## config.mk

```make
export PLATFORM = sky130hd
export DESIGN_NAME = hazard_pipeline_controller_flat
export DESIGN_NICKNAME = d
export VERILOG_FILES = /design/src/rtl/hazard_pipeline_controller_pkg.sv /design/src/rtl/hazard_pipeline_controller_if.sv /design/src/rtl/hazard_pipeline_controller_bypass_selector.sv /design/src/rtl/hazard_pipeline_controller.sv /design/src/flat_wrapper.sv
export SDC_FILE = /design/constraint.sdc
export NUM_CORES = 1
export LEC_CHECK = 0
export BUFFER_PORTS_ARGS = -buffer_cell sky130_fd_sc_hd__buf_2
export CAP_MARGIN = 25
export CORE_AREA = 2 2 133 135
export CTS_CLUSTER_SIZE = 8
export DETAILED_ROUTE_END_ITERATION = 12
export DIE_AREA = 0 0 135 137
export PLACE_DENSITY = 0.48
export SYNTH_ARGS = -nofsm -noshare
export SYNTH_HDL_FRONTEND = slang
export SYNTH_SLANG_ARGS = --single-unit
```

## constraint.sdc

```tcl
create_clock -name clk -period 2.5 [get_ports clk]
set_clock_uncertainty 0.15 [all_clocks]
set_input_delay 0.125 -clock clk [delete_from_list [all_inputs] [get_ports clk]]
set_output_delay 0.125 -clock clk [all_outputs]
set_load 0.005 [all_outputs]
```

## src/rtl/hazard_pipeline_controller_pkg.sv

```systemverilog
// Shared types and stage indices for the hazard pipeline controller and its bypass scan.
package hazard_pipeline_controller_pkg;

   typedef enum logic [1:0] {
      STAGE_NORMAL = 2'd0,
      STAGE_STALL  = 2'd1,
      STAGE_FLUSH  = 2'd2
   } stage_ctrl_t;

   typedef enum logic {
      CTRL_RUN     = 1'b0,
      CTRL_RECOVER = 1'b1
   } ctrl_state_t;

   localparam int STAGE_FETCH   = 0;
   localparam int STAGE_DECODE  = 1;
   localparam int STAGE_EXECUTE = 2;

endpackage

```

## src/rtl/hazard_pipeline_controller_if.sv

```systemverilog
// Pipeline <-> hazard controller bundle. The slave side is the controller.
// HAZARD_PERF_CNT_EN adds the three 32-bit performance counters to the bundle.
interface hazard_pipeline_controller_if #(
   parameter int NUM_STAGES = 5,
   parameter int DATA_W     = 32,
   parameter int REG_ADDR_W = 5
);
   import hazard_pipeline_controller_pkg::*;

   logic [1:0][REG_ADDR_W-1:0]            rs_addr;
   logic [1:0]                            rs_used;
   logic [1:0][DATA_W-1:0]                rf_data;
   logic [NUM_STAGES-3:0]                 prod_we;
   logic [NUM_STAGES-3:0][REG_ADDR_W-1:0] prod_rd;
   logic [NUM_STAGES-3:0]                 prod_ready;
   logic [NUM_STAGES-3:0][DATA_W-1:0]     prod_data;
   logic                                  muldiv_busy;
   logic                                  fetch_branch;
   logic                                  fetch_pred;
   logic                                  conf_valid;
   logic                                  conf_taken;
   logic                                  conf_pred;
   logic [DATA_W-1:0]                     conf_pc;

   stage_ctrl_t [NUM_STAGES-1:0]          stage_ctrl;
   logic [1:0][DATA_W-1:0]                bypass_data;
   logic [DATA_W-1:0]                     redirect_pc;
   logic                                  redirect;
   logic                                  muldiv_clear;
   logic                                  wdog_trip;
`ifdef HAZARD_PERF_CNT_EN
   logic [31:0]                           perf_data_stalls;
   logic [31:0]                           perf_struct_stalls;
   logic [31:0]                           perf_flushes;
`endif

   modport master (
      output rs_addr, rs_used, rf_data, prod_we, prod_rd, prod_ready, prod_data,
      output muldiv_busy, fetch_branch, fetch_pred, conf_valid, conf_taken, conf_pred, conf_pc,
      input  stage_ctrl, bypass_data, redirect_pc, redirect, muldiv_clear, wdog_trip
`ifdef HAZARD_PERF_CNT_EN
      , input perf_data_stalls, perf_struct_stalls, perf_flushes
`endif
   );

   modport slave (
      input  rs_addr, rs_used, rf_data, prod_we, prod_rd, prod_ready, prod_data,
      input  muldiv_busy, fetch_branch, fetch_pred, conf_valid, conf_taken, conf_pred, conf_pc,
      output stage_ctrl, bypass_data, redirect_pc, redirect, muldiv_clear, wdog_trip
`ifdef HAZARD_PERF_CNT_EN
      , output perf_data_stalls, perf_struct_stalls, perf_flushes
`endif
   );

endinterface

```

## src/rtl/hazard_pipeline_controller_bypass_selector.sv

```systemverilog
// Combinational producer scan for one source operand: the youngest (lowest-index) writer of
// the same non-zero register supplies the operand and its readiness.
module bypass_selector #(
   parameter int NUM_PROD   = 3,
   parameter int DATA_W     = 32,
   parameter int REG_ADDR_W = 5
) (
   input  logic [REG_ADDR_W-1:0]               src_addr,
   input  logic [DATA_W-1:0]                   rf_data,
   input  logic [NUM_PROD-1:0]                 prod_we,
   input  logic [NUM_PROD-1:0][REG_ADDR_W-1:0] prod_rd,
   input  logic [NUM_PROD-1:0]                 prod_ready,
   input  logic [NUM_PROD-1:0][DATA_W-1:0]     prod_data,
   output logic [DATA_W-1:0]                   src_data,
   output logic                                src_hit,
   output logic                                src_ready
);

   // Scan oldest to youngest so the lowest-index match overwrites the others.
   always_comb begin
      src_data  = rf_data;
      src_hit   = 1'b0;
      src_ready = 1'b1;
      for (int k = NUM_PROD - 1; k >= 0; k--) begin
         if (prod_we[k] && (prod_rd[k] == src_addr) && (prod_rd[k] != '0)) begin
            src_data  = prod_data[k];
            src_hit   = 1'b1;
            src_ready = prod_ready[k];
         end
      end
   end

endmodule

```

## src/rtl/hazard_pipeline_controller.sv

```systemverilog
// Hazard resolution for an N-stage in-order pipeline: per-stage NORMAL/STALL/FLUSH, operand
// bypass, mispredict redirect, stall watchdog. HAZARD_PERF_CNT_EN adds per-cause perf counters.
//
// state        | meaning
// CTRL_RUN     | normal hazard resolution
// CTRL_RECOVER | after a mispredict: stage 1 flushed, data hazards from squashed ops ignored
module hazard_pipeline_controller
   import hazard_pipeline_controller_pkg::*;
#(
   parameter int NUM_STAGES    = 5,
   parameter int CONFIRM_STAGE = 2,
   parameter int DATA_W        = 32,
   parameter int REG_ADDR_W    = 5,
   parameter int WDOG_W        = 8
) (
   input logic                         clk,
   input logic                         rst,
   hazard_pipeline_controller_if.slave bus
);

   localparam int NUM_PROD     = NUM_STAGES - 2;
   localparam int STAGE_BUBBLE = STAGE_EXECUTE + 1;
   localparam int REC_W        = $clog2(CONFIRM_STAGE + 1);
   localparam logic [REC_W-1:0] REC_LOAD = REC_W'(CONFIRM_STAGE - 1);

   ctrl_state_t                  state;
   logic [REC_W-1:0]             rec_cnt;
   logic                         br_delayed;
   logic [WDOG_W-1:0]            wdog_cnt;
   logic [WDOG_W-1:0]            wdog_next;
   logic                         wdog_trip_q;

   logic [1:0]                   src_hit;
   logic [1:0]                   src_ready;
   logic                         miss;
   logic                         struct_hz;
   logic                         data_hz;
   logic                         fetch_br;
   logic                         branch_hz;
   logic                         any_stall;
   stage_ctrl_t [NUM_STAGES-1:0] ctrl_d;

   for (genvar s = 0; s < 2; s++) begin : g_src
      bypass_selector #(
         .NUM_PROD   (NUM_PROD),
         .DATA_W     (DATA_W),
         .REG_ADDR_W (REG_ADDR_W)
      ) u_bypass_selector (
         .src_addr   (bus.rs_addr[s]),
         .rf_data    (bus.rf_data[s]),
         .prod_we    (bus.prod_we),
         .prod_rd    (bus.prod_rd),
         .prod_ready (bus.prod_ready),
         .prod_data  (bus.prod_data),
         .src_data   (bus.bypass_data[s]),
         .src_hit    (src_hit[s]),
         .src_ready  (src_ready[s])
      );
   end

   assign miss      = bus.conf_valid && (bus.conf_taken != bus.conf_pred);
   assign struct_hz = bus.muldiv_busy;
   assign data_hz   = (|(bus.rs_used & src_hit & ~src_ready)) && (state == CTRL_RUN);
   assign fetch_br  = bus.fetch_branch && bus.fetch_pred;
   assign branch_hz = fetch_br || br_delayed;

   always_comb begin
      for (int i = 0; i < NUM_STAGES; i++) begin
         ctrl_d[i] = rst ? STAGE_FLUSH : STAGE_NORMAL;
      end
      if (!rst) begin
         if (miss) begin
            for (int i = 0; i < NUM_STAGES; i++) begin
               if (i < CONFIRM_STAGE) ctrl_d[i] = STAGE_FLUSH;
            end
         end else if (struct_hz) begin
            ctrl_d[STAGE_FETCH]   = STAGE_STALL;
            ctrl_d[STAGE_DECODE]  = STAGE_STALL;
            ctrl_d[STAGE_EXECUTE] = STAGE_STALL;
            ctrl_d[STAGE_BUBBLE]  = STAGE_FLUSH;
         end else if (data_hz) begin
            ctrl_d[STAGE_FETCH]   = STAGE_STALL;
            ctrl_d[STAGE_DECODE]  = STAGE_STALL;
            ctrl_d[STAGE_EXECUTE] = STAGE_FLUSH;
         end else if (branch_hz) begin
            ctrl_d[STAGE_FETCH]   = STAGE_FLUSH;
         end
         if (state == CTRL_RECOVER) ctrl_d[STAGE_DECODE] = STAGE_FLUSH;
      end
   end

   always_comb begin
      any_stall = 1'b0;
      for (int i = 0; i < NUM_STAGES; i++) begin
         if (ctrl_d[i] == STAGE_STALL) any_stall = 1'b1;
      end
   end

   // Saturating: a stuck stall must never wrap back to a quiet count.
   always_comb begin
      wdog_next = '0;
      if (any_stall) wdog_next = (wdog_cnt == '1) ? wdog_cnt : wdog_cnt + 1'b1;
   end

   always_ff @(posedge clk) begin
      if (rst) begin
         state       <= CTRL_RUN;
         rec_cnt     <= '0;
         br_delayed  <= 1'b0;
         wdog_cnt    <= '0;
         wdog_trip_q <= 1'b0;
      end else begin
         if (miss) begin
            state   <= CTRL_RECOVER;
            rec_cnt <= REC_LOAD;
         end else if (state == CTRL_RECOVER) begin
            if (rec_cnt <= REC_W'(1)) begin
               state   <= CTRL_RUN;
               rec_cnt <= '0;
            end else begin
               rec_cnt <= rec_cnt - 1'b1;
            end
         end

         if (miss) begin
            br_delayed <= 1'b0;
         end else if (!(struct_hz || data_hz)) begin
            br_delayed <= fetch_br;
         end

         wdog_cnt <= wdog_next;
         if (wdog_next == '1) wdog_trip_q <= 1'b1;
      end
   end

   assign bus.stage_ctrl   = ctrl_d;
   assign bus.redirect     = miss && !rst;
   assign bus.redirect_pc  = bus.conf_pc;
   assign bus.muldiv_clear = miss && struct_hz && !rst;
   assign bus.wdog_trip    = wdog_trip_q;

`ifdef HAZARD_PERF_CNT_EN
   logic [31:0] perf_data_q;
   logic [31:0] perf_struct_q;
   logic [31:0] perf_flush_q;

   always_ff @(posedge clk) begin
      if (rst) begin
         perf_data_q   <= '0;
         perf_struct_q <= '0;
         perf_flush_q  <= '0;
      end else begin
         if (!miss && !struct_hz && data_hz) perf_data_q <= perf_data_q + 32'd1;
         if (!miss && struct_hz) perf_struct_q <= perf_struct_q + 32'd1;
         if (miss) perf_flush_q <= perf_flush_q + 32'd1;
      end
   end

   assign bus.perf_data_stalls   = perf_data_q;
   assign bus.perf_struct_stalls = perf_struct_q;
   assign bus.perf_flushes       = perf_flush_q;
`endif

endmodule

```

## src/flat_wrapper.sv

```systemverilog
// flat-port wrapper written by rule: the top's interface ports become plain ports
module hazard_pipeline_controller_flat import hazard_pipeline_controller_pkg::*;
#(
   parameter int NUM_STAGES    = 5,
   parameter int CONFIRM_STAGE = 2,
   parameter int DATA_W        = 32,
   parameter int REG_ADDR_W    = 5,
   parameter int WDOG_W        = 8
)
  (clk, rst, bus_rs_addr, bus_rs_used, bus_rf_data, bus_prod_we, bus_prod_rd, bus_prod_ready, bus_prod_data, bus_muldiv_busy, bus_fetch_branch, bus_fetch_pred, bus_conf_valid, bus_conf_taken, bus_conf_pred, bus_conf_pc, bus_stage_ctrl, bus_bypass_data, bus_redirect_pc, bus_redirect, bus_muldiv_clear, bus_wdog_trip);
  hazard_pipeline_controller_if #(.NUM_STAGES(NUM_STAGES), .DATA_W(DATA_W), .REG_ADDR_W(REG_ADDR_W)) bus_i ();
  input logic clk;
  input logic rst;
  input wire logic [$bits(bus_i.rs_addr)-1:0] bus_rs_addr;
  input wire logic [$bits(bus_i.rs_used)-1:0] bus_rs_used;
  input wire logic [$bits(bus_i.rf_data)-1:0] bus_rf_data;
  input wire logic [$bits(bus_i.prod_we)-1:0] bus_prod_we;
  input wire logic [$bits(bus_i.prod_rd)-1:0] bus_prod_rd;
  input wire logic [$bits(bus_i.prod_ready)-1:0] bus_prod_ready;
  input wire logic [$bits(bus_i.prod_data)-1:0] bus_prod_data;
  input wire logic [$bits(bus_i.muldiv_busy)-1:0] bus_muldiv_busy;
  input wire logic [$bits(bus_i.fetch_branch)-1:0] bus_fetch_branch;
  input wire logic [$bits(bus_i.fetch_pred)-1:0] bus_fetch_pred;
  input wire logic [$bits(bus_i.conf_valid)-1:0] bus_conf_valid;
  input wire logic [$bits(bus_i.conf_taken)-1:0] bus_conf_taken;
  input wire logic [$bits(bus_i.conf_pred)-1:0] bus_conf_pred;
  input wire logic [$bits(bus_i.conf_pc)-1:0] bus_conf_pc;
  output wire logic [$bits(bus_i.stage_ctrl)-1:0] bus_stage_ctrl;
  output wire logic [$bits(bus_i.bypass_data)-1:0] bus_bypass_data;
  output wire logic [$bits(bus_i.redirect_pc)-1:0] bus_redirect_pc;
  output wire logic [$bits(bus_i.redirect)-1:0] bus_redirect;
  output wire logic [$bits(bus_i.muldiv_clear)-1:0] bus_muldiv_clear;
  output wire logic [$bits(bus_i.wdog_trip)-1:0] bus_wdog_trip;
  assign bus_i.rs_addr = bus_rs_addr;
  assign bus_i.rs_used = bus_rs_used;
  assign bus_i.rf_data = bus_rf_data;
  assign bus_i.prod_we = bus_prod_we;
  assign bus_i.prod_rd = bus_prod_rd;
  assign bus_i.prod_ready = bus_prod_ready;
  assign bus_i.prod_data = bus_prod_data;
  assign bus_i.muldiv_busy = bus_muldiv_busy;
  assign bus_i.fetch_branch = bus_fetch_branch;
  assign bus_i.fetch_pred = bus_fetch_pred;
  assign bus_i.conf_valid = bus_conf_valid;
  assign bus_i.conf_taken = bus_conf_taken;
  assign bus_i.conf_pred = bus_conf_pred;
  assign bus_i.conf_pc = bus_conf_pc;
  assign bus_stage_ctrl = bus_i.stage_ctrl;
  assign bus_bypass_data = bus_i.bypass_data;
  assign bus_redirect_pc = bus_i.redirect_pc;
  assign bus_redirect = bus_i.redirect;
  assign bus_muldiv_clear = bus_i.muldiv_clear;
  assign bus_wdog_trip = bus_i.wdog_trip;
  hazard_pipeline_controller #(.NUM_STAGES(NUM_STAGES), .CONFIRM_STAGE(CONFIRM_STAGE), .DATA_W(DATA_W), .REG_ADDR_W(REG_ADDR_W), .WDOG_W(WDOG_W)) u_core (.clk(clk), .rst(rst), .bus(bus_i));
endmodule
```

==> summary.txt, run 1 <==
Clock network
  – CTS tree: built
  – Num CTS Buffers: 3
  – Clk_lat worst skew: 0.23 ns
  – Hold_buf cts: 0
  – Clk sinks: 13
  – Root Buffer: clkbuf_16
  – Clock transition at the registers of the reported paths: approximately 0.040 ns
  – H-tree level count: 1
  – Maximum buffer depth of the clock tree: 2

Synth
  – Post-synthesis sequential area ratio: under 10%
  – Mapped Cells: a little under 500
  – Top FF cell, synth: dfxtp_1
  – Synth warn: 0
  – Mean Syn Cell Area: 7.12 um2
  – Synth async-reset ratio: 0%
  – #FFs+latches synth: 13
  – Synthesized cell area: 3440 um2
  – Unique masters post-synth: 41
  – Number of synthesized flops with an enable pin: 0

Layout
  – Sequential cell area: 260 um2
  – Final Non-Filler Cells: 963
  – Filler Cell Count: 1,906
  – Layout cell share with drive strength beyond 1: roughly half
  – Final core utilization: between 30% and 40%
  – Area delta synth->final: 59.8%
  – # nets final: a little under 1,000
  – Area of the multi-input gates: 2940 um2

Die
  – Die Ht: around 140 um
  – Row cnt: 48
  – Core box area: 17,100 um2
  – Initial Util: between 20% and 30%
  – Die area: 18,500 um2
  – I/O pins: 342
  – Die X: ~140 um

Global route
  – Vias in the first global route: 4,263
  – Total gr overflow: 0
  – Gr usage total: 15.5%
  – Largest net degree at the start of global routing: 65
  – First-pass GRT wire length: 22,700 um
  – Initial antenna violation count: 1

Power and ir drop
  – Pwr dens: 226 nW/um2
  – Pleak: ~2.7 nW
  – VDD IR max: 0.282 mV

Critical path
  – Required time of the critical path: approximately 2.2 ns
  – Kind of critical path: input port to primary output
  – Arrival @ worst endpoint: 2.18 ns
  – Worst-path fanout max: 3
  – Worst Setup Start Kind: input port
  – Worst setup EP type: primary output

Timing
  – Worst Tran Pin Value: ~0.6 ns
  – Minimum clock period: 2.45 ns
  – RSZ-0062 raised after global routing: yes
  – Final-report hold violation count: 0
  – Min setup slack post-route: between 0.04 and 0.05 ns
  – Final Max Tran Viols: 0
  – Slew headroom: between 50 and 60%
  – Period utilization: 98.1%
  – Final number of setup-violating endpoints: 0
  – FMAX: 408 MHz

Worst hold path
  – Worst hold path type: input port to flip-flop

Placement
  – Dpl cells: 951
  – Setup WS pre-CTS: -0.172 ns
  – Port Buf Inserts: 275
  – GP Congestion: 0.827
  – Dpl hpwl: roughly 13,000 um

Routing
  – First-pass detailed-route iteration total: 4
  – Final ANT Viol Nets: 0
  – Initial DRC count: approximately 140
  – Vias per cell: 4.67
  – # DRC: 0
  – Routed wire per std cell: between 15 and 20 um
  – Routed vias: approximately 4,500
  – Total wire length: between 15,000 and 20,000 um

Outcome
  – Status: completed

Flow run
  – Max Cap Viol: 0
## worst max-delay path: stages
cell and delay, ns:
buf_2 0.11, or4_4 0.54, nor2_4 0.14, buf_4 0.12
nor3_1 0.06, a221o_1 0.31, a32o_2 0.28, a21oi_4 0.20
buf_6 0.12, nor2_1 0.03, buf_2 0.15
## synthesized netlist by cell type, types with 2 or more instances
library cell	count	area [um2]
nand2b_1	4	25.0
nor2b_1	3	18.8
or4_1	4	30.0
or3b_2	2	17.5
nand2_1	15	56.3
mux2i_1	66	661
clkbuf_1	21	78.8
buf_2	10	50.1
a211oi_1	65	488
xor2_1	14	123
o21ai_0	6	30.0
buf_4	36	270
inv_1	3	11.3
a21o_1	66	495
nor4_1	4	25.0
o21ai_1	2	10.0
a21oi_1	3	15.0
xnor2_1	21	184
nand3_1	10	50.1
nor2_1	76	285
nor3_1	11	55.1
buf_1	7	26.3
dfxtp_1	13	260
nand4_1	4	25.0
## cell type report
type	count	share of cell area, %
multi-input cells	394	53.5
repair buffers	322	35.0
well taps	225	5.12
flip-flops and latches	13	4.73
clock buffers	4	1.43
inverters	3	0.205
diodes	2	0.0910
## what timing repair did
item / CTS / global route
pin swaps: 1 / 10
cloned: 2 / 1
buffers inserted: 1 / 2
resized for setup: 9 / 45
endpoints found under the setup margin: 44 / 53
## cell families after synthesis
kind of cell	after synthesis	share of synthesized area [%]
xor+xnor	35	8.91
other cells	1	0.109
fa+ha+maj	1	0.364
compound gates	150	32.5
buf+inv	77	12.7
flops	13	7.57
mux	67	19.5
simple gates	139	18.3
## sequential cells by signal, summed over array words and instances, names as in the netlist
name / count
u_core.state: 1
u_core.bus.wdog_trip: 1
u_core.wdog_cnt: 8
u_core.rec_cnt: 2
u_core.br_delayed: 1
## report_power, final
group          leakage [nW]  internal, W  total, W  switching [W]
Clock                0.0382     0.000214  0.000291      0.0000769
Sequential            0.105     0.000213  0.000217     0.00000441
Combinational          2.56     0.000401  0.000737       0.000336
Total                  2.70     0.000828   0.00125       0.000417
## cell usage in the layout, fill, tap and decap left out, types with 4 or more instances in the layout
cell	Yosys	layout
dfxtp_1	13	13
nand3_1	10	10
buf_12	0	6
mux2i_1	66	63
a211oi_2	0	17
nor3_1	11	9
xor2_1	14	14
nand2_1	15	15
clkbuf_16	0	4
nand2b_1	4	4
nand4_1	4	4
or4_4	0	4
a211oi_1	65	48
buf_6	0	5
o21ai_0	6	6
buf_4	36	33
buf_2	10	272
xnor2_1	21	20
a21o_1	66	66
nor2_1	76	74
## per-stage QoR
stage,TNS [ns],total power (W),cell area [um2],hold slack [ns]
3_5_place_dp,-2.32,0.000911,5080,0.100
3_3_place_gp,-1.76,0.000911,5080,0.100
2_1_floorplan,0,0.000564,3440,0.181
4_1_cts,-0.0248,0.00122,5270,0.0219
5_1_grt,-0.113,0.00133,5500,0.0358
6_report,0,0.00125,5500,0.0224
## layer usage
layer	vias up	part of all wire [%]	global-route usage, %
li1	2244	-	-
met1	2081	42	18.7
met2	167	51	29.1
met3	8	6.3	2.48
met4	0	0.94	2.60
met5	-	0	0
## worst paths after layout
check             depth (start not counted)                   end               start  slack (ns)
setup / recovery                         11     bus_stage_ctrl[0]     bus_prod_rd[13]        0.05
setup reg to reg                          7  u_core.bus.wdog_trip  u_core.wdog_cnt[0]        0.30
hold / removal                            2          u_core.state                 rst        0.02
hold reg to reg                           2     u_core.rec_cnt[1]   u_core.rec_cnt[1]        0.31
Power figures use the tool's default switching activity.
==> run 2, diff against run 1 <==
- CELL_PAD_IN_SITES_DETAIL_PLACEMENT: not set -> 0
- CELL_PAD_IN_SITES_GLOBAL_PLACEMENT: not set -> 1
- PLACE_DENSITY: 0.48 -> 0.72
==> run 2 against run 1 <==
Total power decreased by 1.1%; critical path depth is 2 lower; non-clock buffer count shrank 1; flip-flop and latch count unchanged; largest cell class unchanged; clock power about the same; routed wire length is 0.44% lower; first-iteration DRC count grew 2.1%; final area shrank 0.84%; highest routed layer unchanged; combinational power down 2%; die area stayed put.
==> summary.txt, run 2 (synthesis results as in run 1) <==
Die
  – Initial Util: between 20% and 30%
  – Row cnt: 48
  – I/O pins: 342
  – Die Ht: 137 um
  – Die area: 18,500 um2
  – Core box area: 17,100 um2
  – Die X: approximately 140 um

Critical path
  – Slowest cell on crit path: or4_4
  – R2r setup slk: 0.34 ns
  – Critical path depth in cells: 9
  – Required time of the critical path: roughly 2.2 ns
  – Kind of critical path: input port to primary output
  – Reg2Reg Depth: 7
  – Delay-heaviest family, CP: compound AO/OA/AOI/OAI gates
  – Worst setup EP type: primary output
  – CP bufs+invs: 3
  – Max incr delay on CP: 0.54 ns
  – Most frequent CP cell: buf_2
  – Cell chain of the critical path: buf_2 > or4_4 > o21ai_4 > nor4_2 > a311o_1 > a32o_2 > buf_4 > a41o_1 > buf_2
  – Worst-path fanout max: 2
  – Worst Setup Start Kind: input port
  – Arrival @ worst endpoint: 2.15 ns

Global route
  – Gr usage total: 15.7%
  – First-pass GRT wire length: between 20,000 and 25,000 um
  – Vias in the first global route: about 4,200
  – Total gr overflow: 0
  – Largest net degree at the start of global routing: 65
  – Initial antenna violation count: 4

Timing
  – Final Max Tran Viols: 0
  – Final number of setup-violating endpoints: 0
  – Slew headroom: between 60% and 70%
  – Final-report hold violation count: 0
  – Minimum clock period: 2.42 ns
  – Worst Tran Pin Value: 0.544 ns
  – Setup_tns: 0 ns
  – Period utilization: around 97%
  – FMAX: 413 MHz
  – RSZ-0062 raised after global routing: no

Power and ir drop
  – Pwr dens: between 200 and 250 nW/um2
  – Power share of the clock group: 23.6%
  – Sequential power share: 17.6%
  – Net load switching power: roughly 0.00041 W
  – Post-route total power: ~0.0012 W
  – P_int: just over 0.0008 W
  – Switching Fraction: 33.2%
  – VDD IR max: 0.246 mV
  – Combinational fraction of design power: 58.8%
  – Pleak: 2.69 nW

Layout
  – Top flop regs: u_core.wdog_cnt: 8 flops, u_core.rec_cnt: 2 flops
  – Final Non-Filler Cells: 964
  – Area delta synth->final: 58.5%
  – Most common cell after layout, fill and taps aside: buf_2
  – Max reg flops: 8
  – Most frequent cells in the layout: 275 x buf_2, 75 x nor2_1, 66 x a21o_1, 66 x mux2i_1, 51 x a211oi_1
  – Top reg by flops: u_core.wdog_cnt
  – Layout cell share with drive strength beyond 1: 48.4%
  – # nets final: 970
  – Filler Cell Count: 1,885

Clock network
  – Clk sinks: 13
  – Num CTS Buffers: 3
  – Root Buffer: clkbuf_16
  – H-tree level count: 1
  – Clk_lat worst skew: around 0.23 ns
  – Maximum buffer depth of the clock tree: 2
  – CTS tree: built
  – Clock transition at the registers of the reported paths: 0.04 ns

Routing
  – Initial DRC count: approximately 140
  – Routed wire per std cell: 16.8 um
  – First-pass detailed-route iteration total: 6
  – Routed vias: 4,526
  – Vias per cell: ~4.7
  – # DRC: 0
  – Total wire length: 16,200 um
  – Final ANT Viol Nets: 0

Worst hold path
  – Hold Path Depth: 2
  – Worst hold path type: input port to flip-flop

Placement
  – Dpl cells: around 950
  – Dpl hpwl: 12,700 um
  – GP Congestion: 0.901
  – Port Buf Inserts: 275

Outcome
  – Status: completed

Flow run
  – Max Cap Viol: 0
==> run 2: cell count changes in the layout (fill, tap and decap cells not counted), sizes merged <==
cell,previous run,this run
diode,2,4
buf,320,319
==> run 2: layout make-up <==
type                       count  area [um2]  share of cell area [%]
antenna                        4        10.0                   0.184
clock buffer                   4        78.8                    1.45
inverter                       3        11.3                   0.207
multi-input combinational    394        2910                    53.4
sequential                    13         260                    4.77
tap                          225         282                    5.16
timing repair buffer         321        1900                    34.9
==> run 2: power groups by stage <==
stage                     Sequential, W  Combinational [W]  Clock [W]
after global routing           0.000217           0.000793   0.000312
after CTS                      0.000217           0.000713   0.000298
after detailed placement       0.000221           0.000687          0
final                          0.000217           0.000724   0.000291
after global placement         0.000220           0.000685          0
after floorplan                0.000220           0.000344          0
==> run 2: final timing paths <==
check | startpoint | to
worst max-delay path | bus_prod_rd[0] | bus_stage_ctrl[5]
worst min-delay path | rst | u_core.state
worst max register to register | u_core.wdog_cnt[0] | u_core.bus.wdog_trip
worst min register to register | u_core.bus.wdog_trip | u_core.bus.wdog_trip
==> run 2: per-stage QoR <==
step	hold WS (ns)	instance area (um2)	worst slack (ns)	utilization, %
2_1_floorplan	0.181	3440	0.246	-
3_3_place_gp	0.100	5070	-0.209	29.7
3_5_place_dp	0.100	5070	-0.273	29.7
4_1_cts	0.0243	5310	-0.0109	31.1
5_1_grt	0.0490	5450	0.00508	31.9
6_report	0.0300	5450	0.0795	32.0
==> run 2: per-layer routing <==
| metal | wire length [um] | track usage (%) | up-vias |
|---|---|---|---|
| met5 | 0 | 0 | - |
| met4 | 283 | 3.70 | 0 |
| li1 | - | - | 2243 |
| met3 | 1240 | 2.59 | 20 |
| met1 | 6640 | 19.2 | 2068 |
| met2 | 8000 | 28.5 | 195 |
==> run 2: what timing repair did <==
item / 4_1_cts / 5_1_grt
buffers inserted: 1 / 0
setup endpoints to repair: 44 / 62
pin swaps: 5 / 1
hold buffers: 0 / 0
gates resized for setup: 18 / 25
gates cloned: 2 / 2
==> run 2: worst register-to-register path, stage by stage (launching register included) <==
cell      delay [ns]
dfxtp_1         0.36
ha_1            0.28
nand3_1         0.14
nor2_1          0.08
or3b_2          0.47
xor2_1          0.16
nand3b_1        0.17
o41ai_1         0.22
